## config.mk

```make
export PLATFORM = sky130hd
export DESIGN_NAME = y86_pipe_ctrl
export DESIGN_NICKNAME = d
export VERILOG_FILES = /design/src/rtl/y86_pkg.sv /design/src/rtl/y86_hazard_detect.sv /design/src/rtl/y86_pipe_ctrl.sv
export SDC_FILE = /design/constraint.sdc
export NUM_CORES = 1
export LEC_CHECK = 0
export BUFFER_PORTS_ARGS = -buffer_cell sky130_fd_sc_hd__buf_2
export CAP_MARGIN = 0
export CORE_AREA = 2 2 118 120
export CTS_CLUSTER_SIZE = 40
export DETAILED_ROUTE_END_ITERATION = 8
export DIE_AREA = 0 0 120 122
export MAX_ROUTING_LAYER = met4
export PLACE_DENSITY = 0.81
export SETUP_SLACK_MARGIN = 0.15
export SLEW_MARGIN = 15
export SYNTH_ARGS = -nofsm -noshare
export SYNTH_HDL_FRONTEND = slang
export SYNTH_SLANG_ARGS = --single-unit
```

## constraint.sdc

```tcl
create_clock -name clk -period 2.8 [get_ports clk]
set_clock_uncertainty 0.15 [all_clocks]
set_input_delay 0.56 -clock clk [delete_from_list [all_inputs] [get_ports clk]]
set_output_delay 0.56 -clock clk [all_outputs]
set_load 0.02 [all_outputs]
```

## src/rtl/y86_pkg.sv

```systemverilog
// Shared encodings for the Y86-64 pipeline control slice: icodes, status codes,
// register sentinel and control-state encodings.
package y86_pkg;

  localparam logic [3:0] I_HALT   = 4'h0;
  localparam logic [3:0] I_NOP    = 4'h1;
  localparam logic [3:0] I_RRMOVQ = 4'h2;
  localparam logic [3:0] I_CMOVXX = 4'h2;
  localparam logic [3:0] I_MRMOVQ = 4'h5;
  localparam logic [3:0] I_OPQ    = 4'h6;
  localparam logic [3:0] I_JXX    = 4'h7;
  localparam logic [3:0] I_CALL   = 4'h8;
  localparam logic [3:0] I_RET    = 4'h9;
  localparam logic [3:0] I_PUSHQ  = 4'hA;
  localparam logic [3:0] I_POPQ   = 4'hB;

  localparam logic [3:0] STAT_AOK = 4'b1000;
  localparam logic [3:0] STAT_HLT = 4'b0100;
  localparam logic [3:0] STAT_ADR = 4'b0010;
  localparam logic [3:0] STAT_INS = 4'b0001;

  localparam logic [3:0] REG_NONE = 4'hF;

  typedef enum logic [1:0] {
    ST_IDLE   = 2'd0,
    ST_RUN    = 2'd1,
    ST_HALTED = 2'd2,
    ST_FAULT  = 2'd3
  } ctrl_state_t;

  function automatic logic stat_is_fault(input logic [3:0] stat);
    return (stat == STAT_ADR) || (stat == STAT_INS);
  endfunction

endpackage

```

## src/rtl/y86_hazard_detect.sv

```systemverilog
// Combinational hazard terms for the Y86-64 pipeline: load/use, ret in flight,
// jXX mispredict and exception in memory/writeback.
module y86_hazard_detect
  import y86_pkg::*;
(
  input  logic [3:0] D_icode,
  input  logic [3:0] d_srcA,
  input  logic [3:0] d_srcB,
  input  logic [3:0] E_icode,
  input  logic [3:0] E_dstM,
  input  logic       e_Cnd,
  input  logic [3:0] M_icode,
  input  logic [3:0] m_stat,
  input  logic [3:0] W_stat,
  output logic       lu,
  output logic       ret,
  output logic       misp,
  output logic       exc
);

  // Hazard term evaluation; a dstM of REG_NONE never matches a source.
  always_comb begin
    lu   = ((E_icode == I_MRMOVQ) || (E_icode == I_POPQ)) &&
           (E_dstM != REG_NONE) &&
           ((E_dstM == d_srcA) || (E_dstM == d_srcB));
    ret  = (D_icode == I_RET) || (E_icode == I_RET) || (M_icode == I_RET);
    misp = (E_icode == I_JXX) && !e_Cnd;
    exc  = (m_stat != STAT_AOK) || (W_stat != STAT_AOK);
  end

endmodule

```

## src/rtl/y86_pipe_ctrl.sv

```systemverilog
// Pipeline control for the 5-stage Y86-64 pipeline: run/halt FSM, per-stage
// stall/bubble muxing, set_cc and RUN-time performance counters.
module y86_pipe_ctrl
  import y86_pkg::*;
#(
  parameter int CNT_W = 32
) (
  input  logic             clk,
  input  logic             rst_n,
  input  logic             start,
  input  logic [3:0]       D_icode,
  input  logic [3:0]       d_srcA,
  input  logic [3:0]       d_srcB,
  input  logic [3:0]       E_icode,
  input  logic [3:0]       E_dstM,
  input  logic             e_Cnd,
  input  logic [3:0]       M_icode,
  input  logic [3:0]       m_stat,
  input  logic [3:0]       W_icode,
  input  logic [3:0]       W_stat,
  output logic             F_stall,
  output logic             D_stall,
  output logic             D_bubble,
  output logic             E_bubble,
  output logic             M_bubble,
  output logic             W_stall,
  output logic             set_cc,
  output logic [1:0]       ctrl_state,
  output logic [CNT_W-1:0] cycle_cnt,
  output logic [CNT_W-1:0] instr_cnt,
  output logic [CNT_W-1:0] stall_cnt,
  output logic [CNT_W-1:0] flush_cnt
);

  localparam logic [CNT_W-1:0] CNT_ONE = {{(CNT_W-1){1'b0}}, 1'b1};

  ctrl_state_t      state_q, state_d;
  logic [CNT_W-1:0] cycle_q, cycle_d, instr_q, instr_d;
  logic [CNT_W-1:0] stall_q, stall_d, flush_q, flush_d;
  logic             lu, ret, misp, exc;

  y86_hazard_detect u_hazard (
    .D_icode (D_icode),
    .d_srcA  (d_srcA),
    .d_srcB  (d_srcB),
    .E_icode (E_icode),
    .E_dstM  (E_dstM),
    .e_Cnd   (e_Cnd),
    .M_icode (M_icode),
    .m_stat  (m_stat),
    .W_stat  (W_stat),
    .lu      (lu),
    .ret     (ret),
    .misp    (misp),
    .exc     (exc)
  );

  // Run/halt next-state: HALTED and FAULT are left only through rst_n.
  always_comb begin
    state_d = state_q;
    case (state_q)
      ST_IDLE: begin
        if (start) state_d = ST_RUN;
        else       state_d = ST_IDLE;
      end
      ST_RUN: begin
        if (W_stat == STAT_HLT)        state_d = ST_HALTED;
        else if (stat_is_fault(W_stat)) state_d = ST_FAULT;
        else                           state_d = ST_RUN;
      end
      ST_HALTED: state_d = ST_HALTED;
      ST_FAULT:  state_d = ST_FAULT;
      default:   state_d = ST_FAULT;
    endcase
  end

  // Stage controls: hazard-driven in RUN, frozen pipeline otherwise.
  always_comb begin
    F_stall  = 1'b1;
    D_stall  = 1'b1;
    D_bubble = 1'b0;
    E_bubble = 1'b0;
    M_bubble = 1'b1;
    W_stall  = 1'b1;
    set_cc   = 1'b0;
    if (state_q == ST_RUN) begin
      F_stall  = lu | ret;
      D_stall  = lu;
      D_bubble = misp | (ret & !lu);
      E_bubble = misp | lu;
      M_bubble = exc;
      W_stall  = (W_stat != STAT_AOK);
      set_cc   = (E_icode == I_OPQ) && !exc;
    end else begin
      F_stall  = 1'b1;
      D_stall  = 1'b1;
      D_bubble = 1'b0;
      E_bubble = 1'b0;
      M_bubble = 1'b1;
      W_stall  = 1'b1;
      set_cc   = 1'b0;
    end
  end

  // Counter next-state: cleared when start is accepted, advance only in RUN.
  always_comb begin
    cycle_d = cycle_q;
    instr_d = instr_q;
    stall_d = stall_q;
    flush_d = flush_q;
    if ((state_q == ST_IDLE) && start) begin
      cycle_d = '0;
      instr_d = '0;
      stall_d = '0;
      flush_d = '0;
    end else if (state_q == ST_RUN) begin
      cycle_d = cycle_q + CNT_ONE;
      if ((W_stat == STAT_AOK) && (W_icode != I_NOP)) instr_d = instr_q + CNT_ONE;
      else                                            instr_d = instr_q;
      if (lu) stall_d = stall_q + CNT_ONE;
      else    stall_d = stall_q;
      if (misp) flush_d = flush_q + CNT_ONE;
      else      flush_d = flush_q;
    end else begin
      cycle_d = cycle_q;
    end
  end

  // State and counter registers, cleared asynchronously.
  always_ff @(posedge clk or negedge rst_n) begin
    if (!rst_n) begin
      state_q <= ST_IDLE;
      cycle_q <= '0;
      instr_q <= '0;
      stall_q <= '0;
      flush_q <= '0;
    end else begin
      state_q <= state_d;
      cycle_q <= cycle_d;
      instr_q <= instr_d;
      stall_q <= stall_d;
      flush_q <= flush_d;
    end
  end

  assign ctrl_state = state_q;
  assign cycle_cnt  = cycle_q;
  assign instr_cnt  = instr_q;
  assign stall_cnt  = stall_q;
  assign flush_cnt  = flush_q;

endmodule

```

==> impl_metrics.tcl <==
set metrics [dict create \
    n_antenna_cell 0 \
    tightest_slew_ns 1.16 \
    synth_edf_count 0 \
    finalWeightedCongestion 0.820 \
    worst_slack_ns 0.201 \
    cts.sinks 130 \
    maxCapViolations 0 \
    hold_ws_ns -0.00123 \
    seqCellArea_um2 3260 \
    antenna_found_initial 0 \
    holdBufCountCts 0 \
    dieArea_um2 14600 \
    nets 1005 \
    tns_ns 0 \
    port_buffers 176 \
    pre_cts_slack_ns 0.0955 \
    ys_warn_count 0 \
    hold_viol 3 \
    slowest_stage "or4_4" \
    wl_met1_um 8250 \
    critical_path.n_buffers_inverters 0 \
    h-tree-depth 4 \
    synth_area_um2 7100 \
    multi_input_area_um2 3680 \
    clkTransAtPathRegs_ns 0.06 \
    routed_wl_um 18900 \
    start_kind "flop" \
    grt_overflow 0 \
    fill_cells 1112 \
    async_flop_share 1.00 \
    cp_cell_sequence "ha_1 -> nand3_4 -> or4_4 -> or4_1 -> and3_1 -> a211o_1" \
    seq_area_frac_synth 0.458 \
    status "complete, but fails checks" \
    die_h_um 122 \
    cts_tree "done" \
    crit_family "simple AND/OR/NAND/NOR gates" \
    setup_viol 0 \
    ys_types 53 \
    path_max_fanout 7 \
    dr_wl_met2_um 9230 \
    hpwl_um 12700 \
    crit_path_end_kind "flop" \
    cts_made_buffers 17 \
    synthCells 768 \
    vias 6785 \
    wl_met3_um 1100 \
    crit_type "flop to flop" \
    cts_buffer_depth 2 \
    violations "hold timing" \
    syn_to_final_growth_pct 27.1 \
    grt_pass1_wl_um 30400 \
    top_layer_used "met4" \
    rsz0062_at_grt "yes" \
    fin_crit_ns 2.60 \
    ys.flop_type "dfrtp_1" \
    max_stage_delay_ns 0.56 \
    synth_area_per_cell_um2 9.24 \
    max_clock_freq_mhz 385 \
    drc 0 \
    p_per_area_nw_per_um2 623 \
    wire_per_inst_um 16.4 \
    dr.pass1.iters 5 \
    slew_headroom 0.222 \
    critPathArrivalTime_ns 2.74 \
    clock_latency_ns 0.42 \
    die_w_um 120 \
    r2r_slack_ns 0.20 \
    drive_above_1_share 0.274 \
    grt_max_degree 70 \
    cts-root-buf "clkbuf_16" \
    drv_slew 0 \
    vias_per_cell 5.88 \
    leakage_nw 4.32 \
    post-route-period-util 0.928 \
    drtIter0Drc 564 \
    num_rows 43 \
    first_global_vias 6158 \
    initial_core_util 0.525 \
    hp-class "input pin to asynchronous set/reset pin" \
    track_usage 0.266 \
    io_pins 177 \
    syn_nets 812 \
    utilization 0.668 \
    required_ns 2.94 \
    ant_nets 0 \
    ys_ff_latch 130 \
    ir_drop_mv 0.433 \
    core_um2 13500 \
]
## through the flow
step                cells  hold WS [ns]  total power [mW]  instance area (µm²)
finish               1154      -0.00123              5.62                 9020
global route         1154        0.0371              5.85                 9020
CTS                  1152       0.00398              5.64                 8990
detailed placement   1118         0.326              3.23                 8320
global placement     1118         0.308              3.20                 8320
floorplan             768         0.114              2.83                 7100
## cells in the mapped netlist (17+ instances only)
cell type	n	area share
xor2_1	18	0.022
or3_1	21	0.019
dfrtp_1	130	0.46
nand4_1	39	0.034
nor4_1	19	0.017
o31ai_1	21	0.022
nor2_1	66	0.035
inv_1	17	0.0090
nand3_1	54	0.038
nor3_1	21	0.015
xnor2_1	40	0.049
a21oi_1	28	0.020
nand2_1	70	0.037
clkbuf_1	24	0.013
o21ai_0	35	0.025
## logic make-up (layout without fill, tap and decap cells)
| kind of cell | count (synthesis) | count (layout) | synth area share |
|---|---|---|---|
| DFF | 130 | 130 | 0.458 |
| buffers and inverters | 51 | 257 | 0.0284 |
| xor gates and xnor gates | 58 | 58 | 0.0716 |
| and+or+nand+nor | 381 | 381 | 0.295 |
| AOI/OAI and AO/OA | 126 | 126 | 0.113 |
| muxes | 18 | 18 | 0.0259 |
| adders and majority gates | 4 | 4 | 0.00705 |
## repair_timing
item,in CTS,in global routing
endpoints found under the setup margin,4,4
gates resized for setup,6,4
cloned,0,0
setup buffers,2,2
## report_power, final
group	internal, mW	leakage (nW)	switching, mW
clock network	1.58	0.313	0.810
logic	0.336	2.25	0.538
registers	2.08	1.76	0.271
total	4.00	4.32	1.62
## registers in the layout, indices dropped and copies added (netlist names)
register,count
ctrl_state,2
cycle_cnt,32
flush_cnt,32
instr_cnt,32
stall_cnt,32
## worst paths after layout
kind / from / end / cells after the start
worst min register to register: cycle_cnt[31]$_DFFE_PN0P_ / cycle_cnt[31]$_DFFE_PN0P_ / 1
worst max-delay path: stall_cnt[0]$_DFFE_PN0P_ / stall_cnt[28]$_DFFE_PN0P_ / 6
max in group asynchronous: rst_n / ctrl_state[0]$_DFF_PN0_ / 2
min in group clk: W_stat[3] / ctrl_state[1]$_DFF_PN0_ / 4
worst max register to register: stall_cnt[0]$_DFFE_PN0P_ / stall_cnt[28]$_DFFE_PN0P_ / 6
worst min-delay path: rst_n / stall_cnt[23]$_DFFE_PN0P_ / 1
## area by class of cell
cell class | count | share of cell area
Clock buffer | 23 | 0.0541
Clock inverter | 9 | 0.0168
Inverter | 17 | 0.00707
Multi-Input combinational cell | 587 | 0.407
Sequential cell | 130 | 0.361
Tap cell | 180 | 0.0250
Timing Repair Buffer | 208 | 0.129
## cells in the final DEF, fill, tap and decap left out, types with 11 or more instances in the layout
cell type  netlist  layout
nand4_1         39      39
dfrtp_1        130     128
or4_1           15      12
o21ai_0         35      35
nor4_1          19      19
nand3_1         54      54
mux2i_1         15      15
nor2_1          66      66
buf_2            2     175
o211ai_1        15      15
nand2_1         70      70
and4_1          12      12
buf_4            0      30
or3_1           21      21
inv_1           17      17
xor2_1          18      18
clkbuf_16        0      17
nor3_1          21      21
and3_1          11      11
a21oi_1         28      28
xnor2_1         40      40
a21o_1          12      11
o31ai_1         21      21
## layer usage
| layer | vias up | track usage |
|---|---|---|
| met5 | - | - |
| met4 | 0 | 0.0971 |
| met3 | 29 | 0.0487 |
| met2 | 255 | 0.414 |
| met1 | 3277 | 0.350 |
| li1 | 3224 | - |
## worst reg2reg max path: cells and delay by family, from the launching register on
| family | cells | cell delay (ns) |
|---|---|---|
| and+or+nand+nor | 4 | 1.46 |
| DFF | 1 | 0.35 |
| adders and majority gates | 1 | 0.24 |
| AOI/OAI and AO/OA | 1 | 0.28 |
(Power assumes the default switching activity.)
